**src/rtl/mem_arb_pkg.sv**
```systemverilog
// Shared types for the SRAM arbiter: FSM states, owner encoding, wait counter width.
package mem_arb_pkg;
  localparam int WCNT_W = 4;

  typedef enum logic [1:0] {ARB_IDLE, ARB_ACCESS, ARB_DONE} arb_state_t;
  typedef enum logic {OWN_CPU, OWN_DBG} arb_owner_t;
endpackage

```
**src/rtl/arb_pick.sv**
```systemverilog
// Owner picker for the SRAM arbiter. ARB_ROUND_ROBIN_EN selects alternating tie-break
// via a last_owner register; otherwise fixed priority DBG > CPU.
module arb_pick
  import mem_arb_pkg::*;
(
  input  logic       clk,
  input  logic       rst,
  input  logic       cpu_req,
  input  logic       dbg_req,
  input  logic       accept,
  output arb_owner_t owner
);

`ifdef ARB_ROUND_ROBIN_EN
  arb_owner_t last_owner;

  // Starts at DBG so the first tie after reset goes to the CPU.
  always_ff @(posedge clk) begin
    if (rst)         last_owner <= OWN_DBG;
    else if (accept) last_owner <= owner;
  end

  always_comb begin
    owner = OWN_CPU;
    if (cpu_req && dbg_req) owner = (last_owner == OWN_DBG) ? OWN_CPU : OWN_DBG;
    else if (dbg_req)       owner = OWN_DBG;
  end
`else
  logic unused_pick;
  assign unused_pick = ^{clk, rst, accept, cpu_req};

  always_comb owner = dbg_req ? OWN_DBG : OWN_CPU;
`endif

endmodule

```
**src/rtl/mem_arbiter.sv**
```systemverilog
// Two-requester (CPU, DBG) arbiter for one synchronous SRAM with WAIT_STATES extra cycles
// per access. Optional macro ARB_ROUND_ROBIN_EN switches tie-break to round robin.
module mem_arbiter
  import mem_arb_pkg::*;
#(
  parameter int ADDR_W      = 16,
  parameter int DATA_W      = 32,
  parameter int WAIT_STATES = 1
) (
  input  logic                clk,
  input  logic                rst,
  input  logic                cpu_req_i,
  input  logic                cpu_we_i,
  input  logic [ADDR_W-1:0]   cpu_addr_i,
  input  logic [DATA_W-1:0]   cpu_wdata_i,
  input  logic [DATA_W/8-1:0] cpu_be_i,
  output logic                cpu_gnt_o,
  output logic                cpu_done_o,
  output logic [DATA_W-1:0]   cpu_rdata_o,
  output logic                cpu_stall_o,
  input  logic                dbg_req_i,
  input  logic                dbg_we_i,
  input  logic [ADDR_W-1:0]   dbg_addr_i,
  input  logic [DATA_W-1:0]   dbg_wdata_i,
  input  logic [DATA_W/8-1:0] dbg_be_i,
  output logic                dbg_gnt_o,
  output logic                dbg_done_o,
  output logic [DATA_W-1:0]   dbg_rdata_o,
  output logic                mem_en_o,
  output logic                mem_we_o,
  output logic [ADDR_W-1:0]   mem_addr_o,
  output logic [DATA_W-1:0]   mem_wdata_o,
  output logic [DATA_W/8-1:0] mem_be_o,
  input  logic [DATA_W-1:0]   mem_rdata_i
);

  localparam int BE_W = DATA_W / 8;

  if (WAIT_STATES < 0 || WAIT_STATES > 15) begin : g_ws_chk
    $error("mem_arbiter: WAIT_STATES must be in 0..15");
  end

  localparam logic [WCNT_W-1:0] WS = WCNT_W'(WAIT_STATES);

  arb_state_t          state, state_nx;
  arb_owner_t          owner, pick;
  logic [WCNT_W-1:0]   wait_cnt;
  logic                lat_we;
  logic [ADDR_W-1:0]   lat_addr;
  logic [DATA_W-1:0]   lat_wdata;
  logic [BE_W-1:0]     lat_be;
  logic                cpu_busy;
  logic                accept;
  logic                wait_last;

  assign accept    = (state == ARB_IDLE) && (cpu_req_i || dbg_req_i);
  assign wait_last = (wait_cnt == WS);

  arb_pick u_pick (
    .clk     (clk),
    .rst     (rst),
    .cpu_req (cpu_req_i),
    .dbg_req (dbg_req_i),
    .accept  (accept),
    .owner   (pick)
  );

  always_ff @(posedge clk) begin
    if (rst) state <= ARB_IDLE;
    else     state <= state_nx;
  end

  always_comb begin
    state_nx = state;
    case (state)
      ARB_IDLE:   if (accept)    state_nx = ARB_ACCESS;
      ARB_ACCESS: if (wait_last) state_nx = ARB_DONE;
      ARB_DONE:                  state_nx = ARB_IDLE;
      default:                   state_nx = ARB_IDLE;
    endcase
  end

  always_comb begin
    mem_en_o = (state == ARB_ACCESS);
    mem_we_o = lat_we & (state == ARB_ACCESS);
  end

  assign mem_addr_o  = lat_addr;
  assign mem_wdata_o = lat_wdata;
  assign mem_be_o    = lat_be;
  assign cpu_stall_o = cpu_req_i | cpu_busy;

  // Request latches, wait counter and per-requester response pulses.
  always_ff @(posedge clk) begin
    if (rst) begin
      owner       <= OWN_CPU;
      wait_cnt    <= '0;
      lat_we      <= 1'b0;
      lat_addr    <= '0;
      lat_wdata   <= '0;
      lat_be      <= '0;
      cpu_busy    <= 1'b0;
      cpu_gnt_o   <= 1'b0;
      dbg_gnt_o   <= 1'b0;
      cpu_done_o  <= 1'b0;
      dbg_done_o  <= 1'b0;
      cpu_rdata_o <= '0;
      dbg_rdata_o <= '0;
    end else begin
      cpu_gnt_o  <= 1'b0;
      dbg_gnt_o  <= 1'b0;
      cpu_done_o <= 1'b0;
      dbg_done_o <= 1'b0;
      case (state)
        ARB_IDLE: if (accept) begin
          owner    <= pick;
          wait_cnt <= '0;
          if (pick == OWN_DBG) begin
            lat_we    <= dbg_we_i;
            lat_addr  <= dbg_addr_i;
            lat_wdata <= dbg_wdata_i;
            lat_be    <= dbg_be_i;
            dbg_gnt_o <= 1'b1;
          end else begin
            lat_we    <= cpu_we_i;
            lat_addr  <= cpu_addr_i;
            lat_wdata <= cpu_wdata_i;
            lat_be    <= cpu_be_i;
            cpu_gnt_o <= 1'b1;
            cpu_busy  <= 1'b1;
          end
        end
        ARB_ACCESS: if (!wait_last) wait_cnt <= wait_cnt + 1'b1;
        ARB_DONE: begin
          if (owner == OWN_DBG) begin
            dbg_done_o <= 1'b1;
            if (!lat_we) dbg_rdata_o <= mem_rdata_i;
          end else begin
            cpu_done_o <= 1'b1;
            cpu_busy   <= 1'b0;
            if (!lat_we) cpu_rdata_o <= mem_rdata_i;
          end
        end
        default: ;
      endcase
    end
  end

endmodule

```
**config.mk**
```make
export PLATFORM = sky130hd
export DESIGN_NAME = mem_arbiter
export DESIGN_NICKNAME = d
export VERILOG_FILES = /design/src/rtl/mem_arb_pkg.sv /design/src/rtl/arb_pick.sv /design/src/rtl/mem_arbiter.sv
export SDC_FILE = /design/constraint.sdc
export NUM_CORES = 1
export LEC_CHECK = 0
export BUFFER_PORTS_ARGS = -buffer_cell sky130_fd_sc_hd__buf_2
export CAP_MARGIN = 20
export CORE_MARGIN = 2
export CORE_UTILIZATION = 51
export CTS_BUF_LIST = sky130_fd_sc_hd__clkbuf_4
export DETAILED_ROUTE_END_ITERATION = 7
export PLACE_DENSITY = 0.88
export SLEW_MARGIN = 25
export SYNTH_ARGS = -nofsm -noshare
export SYNTH_HDL_FRONTEND = slang
export SYNTH_HIERARCHICAL = 1
export SYNTH_SLANG_ARGS = --single-unit
```
**constraint.sdc**
```tcl
create_clock -name clk -period 2.9 [get_ports clk]
set_clock_uncertainty 0.05 [all_clocks]
set_input_delay 0.435 -clock clk [delete_from_list [all_inputs] [get_ports clk]]
set_output_delay 0.435 -clock clk [all_outputs]
set_load 0.005 [all_outputs]
```
* Word-level counts from Yosys, hierarchy flattened
Index checks and enable logic that the tools add are counted.
Operators by class: multiplexer cells 19, bitwise logic cells 7, equality and inequality tests 8, add/subtract/negate cells 1, reductions and logical operators 13
Operators with widths (count):
- $mux W32 | 1
- $mux W16 | 1
- $mux W4 | 3
- $mux W1 | 9
- $reduce_and A3 Y1 | 3
- $ne A2 B2 Y1 const B | 4
- $pmux W4 S2 | 1
- $not A1 Y1 | 5
- $add A4 B1 Y4 const B | 1
- $eq A4 B1 Y1 const B | 1
- $mux W2 | 2
- $pmux W2 S2 | 1
- $reduce_and A2 Y1 | 2
- $reduce_and A4 Y1 | 1
- $reduce_bool A2 Y1 | 2
- $reduce_or A3 Y1 | 1
- $eq A2 B1 Y1 const B | 1
- $eq A2 B2 Y1 const B | 1
- $logic_not A2 Y1 | 1
- $ne A2 B1 Y1 const B | 1
- $pmux W1 S2 | 1
- $reduce_or A2 Y1 | 1
- $and A1 B1 Y1 | 1
- $logic_and A1 B1 Y1 | 1
- 2 further kinds | 2
Word-level totals: input bits 142, output and inout port bits 123, word-level logic and storage cells 62, register bits after elaboration 129

* Depth between registers and ports, before layout
depth in word-level cells 4, gate-level depth with buffers 6, depth with buffers taken out 5

* Cells and area by module
The synthesis kept the hierarchy.
Modules (own cells, without submodules):
- mem_arbiter | sequential area each 2582.5 um^2, area an instance 5188.7 um^2, cells an instance 583, instances 1
- arb_pick | sequential area each 0.0 um^2, area an instance 7.5 um^2, cells an instance 1, instances 1

* Least setup slack after synthesis
OpenSTA, ideal clock, no wires.
kind register to register, start point register state[1], end point register cpu_rdata_o[0], buffers on the path 3, library setup time 0.132 ns, clock period less this slack 1.410 ns, required time 2.718 ns, cell stages (with the launch flop) 7, slack 1.490 ns, data arrival time 1.228 ns, cells stage by stage dfxtp_1 > buf_4 > or4b_1 > buf_2 > buf_6 > nand2_1 > a21oi_1
On the way: cells in the longest elaborated chain, start to end 2
Ends and longest elaborated chain:
- start: declaration | RTL line mem_arbiter.sv:45 | arb_state_t state, state_nx;
- start signal: assignment | RTL line mem_arbiter.sv:70 | else state <= state_nx;
- $eq A2 B2 Y1 | RTL line mem_arbiter.sv:114 | case (state)
- $reduce_and A3 Y1 (no source line)
- end signal: assignment | RTL line mem_arbiter.sv:141 | if (!lat_we) cpu_rdata_o <= mem_rdata_i;
- end: declaration | RTL line mem_arbiter.sv:19 | output logic [DATA_W-1:0] cpu_rdata_o,
Every way passes these cells. A chain may end at the register's enable or synchronous reset.

* Worst setup path in the final report
start point register state[0], end point output port mem_we_o
On the way: cells in the longest elaborated chain, start to end 2
Ends and longest elaborated chain:
- $eq A2 B1 Y1 | RTL line mem_arbiter.sv:85 | mem_we_o = lat_we & (state == ARB_ACCESS);
- $and A1 B1 Y1 | RTL line mem_arbiter.sv:85
- end: declaration | RTL line mem_arbiter.sv:30 | output logic mem_we_o,
Every way passes these cells.

==> results.md <==
- The flow ran to the end, and the final reports show no timing, DRC or antenna violations.
- At the later pin of the worst-skew pair, clock insertion delay measures 0.48 ns.
- Tracing the worst setup path back leads to its startpoint at state[0]$_SDFFE_PP0P_.
- Counting cells, the worst reg-to-reg path comes to 3.
- The path class of the tightest hold or removal check is in -> reg.
- The count of standard-cell rows is 36.
- The worst setup path is launched from a register.
- After clock tree synthesis, the setup repair step added 0 buffers.
- The CTS root buffer is sky130_fd_sc_hd__clkbuf_4.
- Once detail routing completed, the nets flagged for antenna violations numbered 0.
- Synthesis handed over a netlist of between 500 and 600 instances.
- Port buffering added between 200 and 300 buffers.
- In this run the most critical hold path is launched from mem_rdata_i[17].
- The clock transition at the registers of the reported paths is around 0.12 ns.
- After detailed routing, the number of remaining DRC violations is 0.
- Buffers inserted during clock tree synthesis total 17.
- After detailed routing, the met3 layer carries between 800 and 900 um of wire.
- The arithmetic-cell share of the synthesized area counting full adders, half adders and majority gates is less than 1%.
- In this run the top signal layer used is met4.
- The measured slew at the worst slew-check pin is 0.904 ns.
- The minimum hold slack is approximately 0.14 ns.
- Dividing the detail-routed via count by the number of cells gives approximately 5.2.
- The worst path in the final design needs a cycle of ~2.3 ns, including I/O delays and setup.
- Summing the areas of all compound-gate instances in the mapped netlist gives between 20% and 30% of the synthesized area.
- Including well taps, the total number of placed cells is 933.
- The highest cell delay on the worst timing path is ~0.6 ns.
- The post-layout instance count excluding filler cells is 966.
- The total congestion overflow is 0.
- The met2 wirelength from detailed routing is around 7400 um.
- The worst-path cell with the longest stage delay is sky130_fd_sc_hd__dfxtp_1.
- For this design the top-level I/O count stands at around 270.
- The hold violation count in the final report is 0.
- The worst register-to-register path ends at cpu_rdata_o[19]$_SDFFE_PP0P_.
- Counting buffers and inverters, the worst setup path is 4 cells deep.
- Walking the worst path, the cells encountered are nand2b_1 > inv_1 > and2_1 > buf_2.
- The worst setup path is captured at a primary output.
- The flop and latch count out of synthesis is ~130.
- The arrival time of the worst setup path is around 1.8 ns.
- The number of optimization iterations in the first detailed-route pass is 4.
- TritonCTS built the clock tree.
- The post-synthesis mux area share is about a tenth.
- For this design the static power due to leakage is ~0.0031 uW.
- The first-pass GRT wire length is ~23000 um.
- Clock tree synthesis found a total of around 130 sinks.
- Measured along the y axis, the die boundary spans approximately 100 um.
- The power density normalized to cell area is between 500 and 600 nW/um^2.
- The congestion estimate from routability-driven global placement came to ~0.8.
- Across the run, the number of max-cap violations was 0.
- The final layout contains a little under 1000 nets.
- The floorplan step defined a die boundary enclosing roughly 11000 um^2.
- The detailed router put a total of 5630 um of wire on met1.
- For this run, the number of Yosys warnings is 6.
- The classification of the worst setup path is reg -> out.
- The most repeated cell in the gate-level netlist after synthesis is sky130_fd_sc_hd__nand2_1.
- The die is ~100 um wide.
- Detailed routing inserted a total of between 5000 and 6000 vias.
- The parity-gate share of the synthesized area counting xor and xnor cells is 0%.
- The commonest register cell after synthesis is sky130_fd_sc_hd__dfxtp_1.
- The initial utilization of the core area, before any placement, comes to 52.9%.
- IR analysis of the VDD net gives a maximum drop of around 310 uV.
- The clock tree buffer depth is 2.
- In this run the critical register-to-register path is launched from state[0]$_SDFFE_PP0P_.
- The sequential area share after synthesis is roughly half.
- The slack of the worst reg-to-reg path is around 0.94 ns.
- The number of different library cells in the post-synthesis netlist is 37.
- Counting instances in the post-synthesis netlist gives the leading cell types as sky130_fd_sc_hd__nand2_1 (130), sky130_fd_sc_hd__dfxtp_1 (129), sky130_fd_sc_hd__a21oi_1 (120), sky130_fd_sc_hd__a211oi_1 (53), sky130_fd_sc_hd__mux2i_1 (53).
- By area the synthesized netlist is led by sky130_fd_sc_hd__dfxtp_1 (50%), sky130_fd_sc_hd__a21oi_1 (12%), sky130_fd_sc_hd__mux2i_1 (10%).
- The overall track demand over capacity in global routing is about a quarter.
- The simple-gate portion of the synthesized area is 13.5%.
- The synthesized netlist occupies a cell area of ~5200 um^2.
- The area of the core is around 9800 um^2.
- At the worst endpoint, the required time is between 2 and 2.5 ns.
- In the final timing run, aggregate negative setup slack is 0 ns.
- The dominant combinational cell family by area after synthesis is compound AO/OA/AOI/OAI gates.
- The fraction of layout instances using a drive strength above 1 is between 30% and 40%.
- The H-tree was split into 4 levels.
- The hold-fix buffer count after cts is 0.
- The share of flip-flops with an asynchronous set or reset after synthesis is 0%.
- The final clock period utilization by the worst path is around four fifths.
- The biggest area contributor in the post-synthesis netlist is sky130_fd_sc_hd__dfxtp_1.
- In the final routed layout, each cell accounts on average for 14.7 um.
- The combined buffer and inverter count along the critical path is 2.
- The via count of the first global-routing pass is 4793.
- The area growth from synthesis to layout is 30.3%.
- For this block, the routed nets add up to around 14000 um of wire.
- Setup violations remaining at the end of the flow were counted as 0.
- Total power for the finished layout comes to roughly 3800 uW.
- The worst pin sits at a relative slew slack of approximately two fifths.
- The quantity of gates resized following cts is 0.
- The achievable clock frequency is about 0.44 GHz.
- The synthesized area per cell is about 9 um^2.
- The net count after synthesis is between 700 and 800.
- Summed over its instances, the top area cell type makes up a little under 50% of the synthesized netlist area.
- Setup repair after global routing left no endpoint under its margin.
- The number of antenna violations at the first check in global routing is 1.
- The final number of max-transition violations is 0.
- The placed wire-length estimate after detailed placement is 10300 um.
- The number of flops mapped to enable cells by yosys is 0.
- After the first detailed-routing iteration, the DRC count stood at approximately 250.
- The largest net degree at the start of global routing is about 60.
- The capture point of the critical path is mem_we_o.
- The top fanout value on the critical path is 11.
- The cell family contributing the most delay on the critical path is flip-flops.
-- cell usage in the layout (no fill, tap or decap), types with 2 or more instances in the layout --
master,synthesis,routed
sky130_fd_sc_hd__a211oi_1,53,53
sky130_fd_sc_hd__a21oi_1,120,120
sky130_fd_sc_hd__a31oi_1,2,2
sky130_fd_sc_hd__and2_1,2,2
sky130_fd_sc_hd__buf_2,30,263
sky130_fd_sc_hd__buf_4,4,7
sky130_fd_sc_hd__bufinv_16,0,3
sky130_fd_sc_hd__clkbuf_4,0,17
sky130_fd_sc_hd__clkinv_1,0,3
sky130_fd_sc_hd__clkinv_2,0,2
sky130_fd_sc_hd__clkinv_4,0,2
sky130_fd_sc_hd__clkinvlp_4,0,4
sky130_fd_sc_hd__dfxtp_1,129,129
sky130_fd_sc_hd__ha_1,2,2
sky130_fd_sc_hd__inv_1,5,5
sky130_fd_sc_hd__mux2i_1,53,53
sky130_fd_sc_hd__nand2_1,130,130
sky130_fd_sc_hd__nand3_1,3,3
sky130_fd_sc_hd__nor2b_1,2,2
sky130_fd_sc_hd__nor3_1,5,5
sky130_fd_sc_hd__nor3b_1,2,2
sky130_fd_sc_hd__nor4_1,2,2
sky130_fd_sc_hd__o31ai_1,2,2
sky130_fd_sc_hd__or2_2,1,2
-- power breakdown --
part           internal (uW)  switching (uW)  total (uW)
Clock                    591             649        1240
Sequential              1880            66.6        1940
Combinational            268             313         581
-- registers in the layout, indices dropped and copies added, names as in the netlist --
name,flops
cpu_gnt_o,1
dbg_rdata_o,32
mem_addr_o,16
cpu_rdata_o,32
wait_cnt,4
lat_we,1
cpu_done_o,1
cpu_busy,1
mem_be_o,4
mem_wdata_o,32
dbg_gnt_o,1
state,2
dbg_done_o,1
owner,1
-- layer usage --
metal | GRT usage (%) | vias up
met3 | 6.74 | 22
met1 | 28.8 | 2300
li1 | - | 2523
met2 | 45.4 | 206
met4 | 9.43 | 0
met5 | 0 | -
-- area by class of cell --
type	count	area [um^2]
multi-input cells	394	2310
flip-flops and latches	129	2580
clock buffers	17	128
diodes	1	2.50
inverters	6	22.5
fillers	810	3050
clock inverters	15	168
repair buffers	271	1390
well taps	133	166
-- per-stage QoR --
step / setup slack, ns / instance area [um^2] / utilization [%]
floorplan: 1.49 / 5200 / -
finish: 0.611 / 6770 / 69.0
detailed placement: 0.878 / 6470 / 65.9
global placement: 0.979 / 6470 / 65.9
global route: 0.386 / 6770 / 69.0
CTS: 0.565 / 6770 / 68.9
-- tightest hold or removal path, stage by stage --
cell and delay (ns):
sky130_fd_sc_hd__buf_2 0.10, sky130_fd_sc_hd__nand2_1 0.05, sky130_fd_sc_hd__a21oi_1 0.05
-- worst min-delay path by stage --
stage	cells past startpoint	end
floorplan	2	cpu_rdata_o[0]$_SDFFE_PP0P_
global placement	2	dbg_rdata_o[8]$_SDFFE_PP0P_
detailed placement	2	dbg_rdata_o[24]$_SDFFE_PP0P_
CTS	3	dbg_rdata_o[14]$_SDFFE_PP0P_
global route	3	cpu_rdata_o[20]$_SDFFE_PP0P_
finish	3	dbg_rdata_o[17]$_SDFFE_PP0P_
-- kinds of logic after synthesis --
kind of cell,count (synthesis)
compound gates,180
fa+ha+maj,2
buf+inv,61
flops,129
mux,53
simple gates,159
Power figures use the tool's default switching activity.
